==> config.mk <==
export PLATFORM = sky130hd
export DESIGN_NAME = uart_tx_fifo
export DESIGN_NICKNAME = d
export VERILOG_FILES = /design/src/rtl/decoder_pkg.sv /design/src/rtl/uart_tx_fifo.sv
export SDC_FILE = /design/constraint.sdc
export NUM_CORES = 1
export LEC_CHECK = 0
export CAP_MARGIN = 40
export CORE_MARGIN = 2
export CORE_UTILIZATION = 35
export CTS_CLUSTER_SIZE = 12
export DETAILED_ROUTE_END_ITERATION = 10
export GPL_TIMING_DRIVEN = 0
export PLACE_DENSITY = 0.53
export SYNTH_ARGS = -nofsm -noshare
export SYNTH_HDL_FRONTEND = slang
export SYNTH_SLANG_ARGS = --single-unit
export TNS_END_PERCENT = 30
==> constraint.sdc <==
create_clock -name clk_i -period 5.3 [get_ports clk_i]
set_clock_uncertainty 0.2 [all_clocks]
set_input_delay 1.06 -clock clk_i [delete_from_list [all_inputs] [get_ports clk_i]]
set_output_delay 1.06 -clock clk_i [all_outputs]
set_load 0.03 [all_outputs]
==> src/rtl/decoder_pkg.sv <==
// Shared decoder types and sizing used by the uart transmit path.
package decoder_pkg;

  localparam int unsigned WordWidth     = 32;
  localparam int unsigned UartFifoDepth = 8;

  typedef logic [WordWidth-1:0] word_t;

endpackage : decoder_pkg

==> src/rtl/uart_tx_fifo.sv <==
// Word-wide transmit FIFO feeding the uart. The head word is shown ahead on
// d_out while rts is high; the uart pops it with next. Fill level and sticky
// overflow/underflow flags are exposed for software status polling.
module uart_tx_fifo
  import decoder_pkg::*;
#(
  parameter int unsigned Depth = UartFifoDepth,
  parameter int unsigned Width = WordWidth
) (
  input  logic                     clk_i,
  input  logic                     reset_i,
  input  logic                     wr_en,
  input  logic [Width-1:0]         wr_data,
  input  logic                     clr,
  input  logic                     err_clr,
  output logic [Width-1:0]         d_out,
  output logic                     rts,
  input  logic                     next,
  output logic                     full,
  output logic [$clog2(Depth):0]   level,
  output logic                     overflow,
  underflow
);

  localparam int unsigned AW = $clog2(Depth);
  localparam int unsigned CW = AW + 1;
  localparam logic [CW-1:0] DepthCount = CW'(Depth);

  logic [Width-1:0] mem [Depth];
  logic [AW-1:0]    rd_ptr;
  logic [AW-1:0]    wr_ptr;
  logic [CW-1:0]    count;

  logic pop;
  logic push;
  logic push_blocked;
  logic pop_empty;

  // Handshake qualification: a pop needs a valid head, a push needs room
  // unless the same cycle frees an entry.
  always_comb begin
    pop          = next && (count != '0);
    push         = wr_en && ((count != DepthCount) || pop);
    push_blocked = wr_en && (count == DepthCount) && !pop;
    pop_empty    = next && (count == '0);
  end

  // Storage, pointers, occupancy and sticky error flags.
  always_ff @(posedge clk_i or posedge reset_i) begin
    if (reset_i) begin
      rd_ptr    <= '0;
      wr_ptr    <= '0;
      count     <= '0;
      overflow  <= 1'b0;
      underflow <= 1'b0;
    end else if (clr) begin
      rd_ptr    <= '0;
      wr_ptr    <= '0;
      count     <= '0;
      overflow  <= 1'b0;
      underflow <= 1'b0;
    end else begin
      if (push) begin
        mem[wr_ptr] <= wr_data;
        wr_ptr      <= wr_ptr + 1'b1;
      end
      if (pop) begin
        rd_ptr <= rd_ptr + 1'b1;
      end
      if (push && !pop) begin
        count <= count + 1'b1;
      end else if (pop && !push) begin
        count <= count - 1'b1;
      end
      // A new error event in the same cycle as err_clr keeps the flag set.
      if (push_blocked) begin
        overflow <= 1'b1;
      end else if (err_clr) begin
        overflow <= 1'b0;
      end
      if (pop_empty) begin
        underflow <= 1'b1;
      end else if (err_clr) begin
        underflow <= 1'b0;
      end
    end
  end

  // Status and show-ahead head word, all derived from registered state.
  always_comb begin
    d_out = mem[rd_ptr];
    rts   = (count != '0);
    full  = (count == DepthCount);
    level = count;
  end

endmodule : uart_tx_fifo
After elaboration in Yosys (flattened, before gate mapping) --
Memory sizes are Yosys's and may differ from the RTL's. Index checks and enable logic that the tools add are counted.
Storage, ports and cells: output and inout port bits 40, bits of input ports 38, memories 1, RAM bits 256, register bits 12
Cells by class: $add $sub $neg 4, equality and inequality tests 2, multiplexer cells 15, reduce and logical (&&, ||, !) cells 19
Memory list:
- mem | depth 8, width 32, rd ports 1, clocked after memory_dff 0, wr ports 1, RTL line uart_tx_fifo.sv:29 | logic [Width-1:0] mem [Depth];
Operators by type and width (count):
- $mux 3 | 4
- $mux 4 | 3
- $reduce_bool 3->1 | 3
- $logic_and 1x1->1 | 8
- $mux 1 | 8
- $add 3x1->3 const B | 2
- $add 4x1->4 const B | 1
- $eq 4x4->1 const B | 1
- $logic_not 4->1 | 1
- $ne 4x4->1 const B | 1
- $reduce_bool 2->1 | 2
- $reduce_bool 4->1 | 1
- $sub 4x1->4 const B | 1
- $logic_not 1->1 | 3
- $logic_or 1x1->1 | 1

Longest topological paths before layout --
depth in word-level cells 9, depth in mapped cells 8

Worst setup path after synthesis --
No wires, ideal clock.
path type in2reg, start point input next, end point memory mem[0][0] in the netlist's numbering (enable), arrival 3597 ps, stages on the path 3, setup slack 1042 ps, data required time 4639 ps, path through buf_2 > o21ai_4 > nor3_1
Between the ends: word-level cells in the longest chain between the ends 7
RTL lines:
- from (decl) | RTL line uart_tx_fifo.sv:18 | input logic next,
- $logic_and 1x1->1 | RTL line uart_tx_fifo.sv:42 | pop = next && (count != '0);
- $logic_or 1x1->1 | RTL line uart_tx_fifo.sv:43 | push = wr_en && ((count != DepthCount) || pop);
- $logic_and 1x1->1 | RTL line uart_tx_fifo.sv:43
- $mux 1 | RTL line uart_tx_fifo.sv:63 | if (push) begin
- $mux 1 | RTL line uart_tx_fifo.sv:56 | end else if (clr) begin
- $logic_and 1x1->1 (implied by the code) | RTL line uart_tx_fifo.sv:64 | mem[wr_ptr] <= wr_data;
- $mux 1 (implied by the code) | RTL line uart_tx_fifo.sv:64
- to (decl) | RTL line uart_tx_fifo.sv:29
Every way passes these cells.

Final worst setup path --
start point register rd_ptr[1], end point output d_out[7]
Between the ends: word-level cells in the longest chain between the ends 1
RTL lines:
- from (decl) | RTL line uart_tx_fifo.sv:30 | logic [AW-1:0] rd_ptr;
- from (signal assigned) | RTL line uart_tx_fifo.sv:68 | rd_ptr <= rd_ptr + 1'b1;
- $mem_v2 8x32
- to (decl) | RTL line uart_tx_fifo.sv:16 | output logic [Width-1:0] d_out,
Every way passes these cells.

==> results.md <==
* Status: complete, no violations
* P_leak at 4.03 nW
* Setup WS pre-CTS at 1.36 ns
* Drt drc at 0
* Starting Density at 0.353
* Largest net degree at the start of global routing at 22
* GR Overflow Total at 0
* Post-DP HPWL at 14.0 mm
* Multiplexer share of the synthesized area at 0.177
* Register bit total from synthesis at 268
* CP Class: reg2out
* Later-pin clock latency in the skew report at 0.53 ns
* Detailed Route WL at 21.0 mm
* Core Box Area at 0.0294 mm2
* # nets final at 630
* Post-Synth Adder-Cell Area at 0.00675
* Die W at 176 um
* First-pass GRT wire length at 31.6 mm
* Share of layout cells above drive strength 1 at 0.282
* Vias in the first global route at 5279
* Die H at 176 um
* Area grow syn2layout at 22.9%
* Worst setup SP type: flip-flop
* Synthesized area per cell at 22.6 um2
* Row Count at 63
* Seq/Total Area, Yosys at 0.770
* Worst-Margin Slew at 0.854 ns
* Xor-xnor portion of the synthesized cell area at 0.00591
* Drt pass-1 iters at 4
* Setup crit end kind: output pin
* I/O Buffers at 76
* Compound-Gate Fraction of Synth Area at 0.0104
* Post-synthesis simple-gate area fraction at 0.0177
* CTS tree: yes
* Via density at 4.93
* Post-cts sizing count at 0
* Die Area at 0.0310 mm2
* Most common cell after layout, fill and taps aside: edfxtp_1
* Avg WL per Cell at 21.0 um
* CTS Hold Bufs at 0
* Synth Instances at 460
* Final slew viol count at 0
* Minimum clock period at 4.45 ns
* Synth warn at 0
* PD cells at 447 mW/mm2
* Critical path fanouts, max at 10
* TritonCTS Buffers at 29
* Root Driver: clkbuf_16
* Pwr Total at 0.00570 W
* Number of fill cells at 2541
* Min-Delay Path Class: reg2reg
* Slew margin rel. at 0.428
* Final setup violation count at 0
* Finished Core Util at 0.434
* Area of placed instances at 0.0119 mm2
* Top-Level Pins at 78
* Finished layout cell area at 0.0128 mm2
* H-tree depth at 1
* Yosys top cell area share at 0.741
* GRT Overall Usage at 0.137
* Post-synthesis cell type count at 34
* CP required at 4.04 ns
* Worst reg-to-reg setup slack at 2.40 ns
* Post-CTS Setup Repair Bufs at 0
* Commonest cells after routing, fill and taps aside: edfxtp_1 (256), clkdlybuf4s50_1 (76), mux4_2 (64)
* Number of antenna violations at the first check in global routing at 0
* GPL Wtd Cong at 0.685
* Setup WS post-layout at 0.854 ns
* RSZ-0062 raised after global routing: false
* Detailed-route via count at 4923
* Max-Cap Viols at 0
* Peak Freq at 225 MHz
* Peak supply drop at 0.214 mV
* Clock buffer depth at 3
* Hold Fails Final Rpt at 0
* Clk sinks at 268
* Synth top area cells: edfxtp_1 (74%), mux4_2 (14%), mux2_2 (3.5%), dfrtp_1 (2.9%), nor2_1 (0.61%)
* ANT cells at 0
* Largest area contributor in the synthesized netlist: edfxtp_1
* Cell area after synthesis at 0.0104 mm2
* Fin crit share at 0.839
* WP data arrival at 3.19 ns
* Clock transition at path regs at 0.06 ns
* Largest family of logic cells by synthesized area: multiplexers
* Initial DRC Count at 220
* Mapped Nets at 503
* Remaining antenna violation count at 0
## worst max-delay path, cell delays in order (launching register included)
cell	delay, ns
dfrtp_1	0.40
buf_2	0.27
buf_1	0.68
mux4_2	0.41
mux2_2	0.30
clkdlybuf4s50_1	0.60
## final timing paths
path,start,end,cells past startpoint
worst min-delay path,overflow$_DFFE_PP0P_,overflow$_DFFE_PP0P_,2
worst max-delay path,rd_ptr[1]$_DFFE_PP0P_,d_out[7],5
worst min register to register,overflow$_DFFE_PP0P_,overflow$_DFFE_PP0P_,2
max in group asynchronous,reset_i,rd_ptr[0]$_DFFE_PP0P_,2
worst max register to register,level[0]$_DFFE_PP0P_,mem[1][23]$_DFFE_PP_,5
min in group asynchronous,reset_i,level[2]$_DFFE_PP0P_,2
## power breakdown
group	total (W)	leakage, nW	switching [W]	internal [W]
logic	0.00155	1.16	0.000795	0.000759
clock network	0.00173	0.407	0.000740	0.000995
registers	0.00241	2.47	0.0000379	0.00237
## layout make-up
class	count	area (um2)	share of cell area
Buffer	22	109	0.00854
Sequential cell	268	7990	0.626
Inverter	7	26.3	0.00206
Clock inverter	17	75.1	0.00589
Clock buffer	36	752	0.0590
Tap cell	390	488	0.0383
Timing Repair Buffer	96	1010	0.0792
Multi-Input combinational cell	163	2300	0.181
## per-layer routing
metal / up-vias / GRT usage / wire, um
li1: 2179 / - / -
met1: 2619 / 0.172 / 8630
met2: 97 / 0.248 / 11100
met3: 28 / 0.0254 / 924
met4: 0 / 0.0296 / 370
met5: - / 0 / 0
## sequential cells by signal, summed over array words and instances, names as in the netlist
register   cells
mem          256
level          4
rd_ptr         3
wr_ptr         3
overflow       1
underflow      1
## synthesized netlist by cell type, drive strengths merged
| cell | number |
|---|---|
| edfxtp | 256 |
| nand2b | 2 |
| xnor2 | 2 |
| buf | 16 |
| a211oi | 2 |
| a31oi | 1 |
| a21o | 1 |
| or3 | 2 |
| nand3b | 1 |
| or4b | 1 |
| or4 | 1 |
| nor2 | 17 |
| nand2 | 3 |
| o21ai | 2 |
| nor3 | 5 |
| inv | 7 |
| nor4 | 1 |
| a21oi | 3 |
| o211ai | 3 |
| fa | 1 |
| xor2 | 5 |
| clkbuf | 6 |
| nand3 | 3 |
| mux4 | 64 |
| o311ai | 1 |
| mux2 | 32 |
| dfrtp | 12 |
| nor2b | 2 |
| ha | 4 |
| mux2i | 3 |
| o221a | 1 |
## logic make-up after synthesis
family                   count (synthesis)
AO/OA/AOI/OAI                           14
adder cells (fa/ha/maj)                  5
AND/OR/NAND/NOR                         38
flip-flops                             268
XOR/XNOR                                 7
buffers and inverters                   29
multiplexers                            99
## per-stage QoR
stage / setup TNS, ns / hold WS (ns) / instances
2_1_floorplan: 0 / 0.348 / 460
3_3_place_gp: -282.22 / 0.350 / 926
3_5_place_dp: 0 / 0.357 / 946
4_1_cts: 0 / 0.366 / 999
5_1_grt: 0 / 0.394 / 999
6_report: 0 / 0.364 / 999
(Power assumes the default switching activity.)
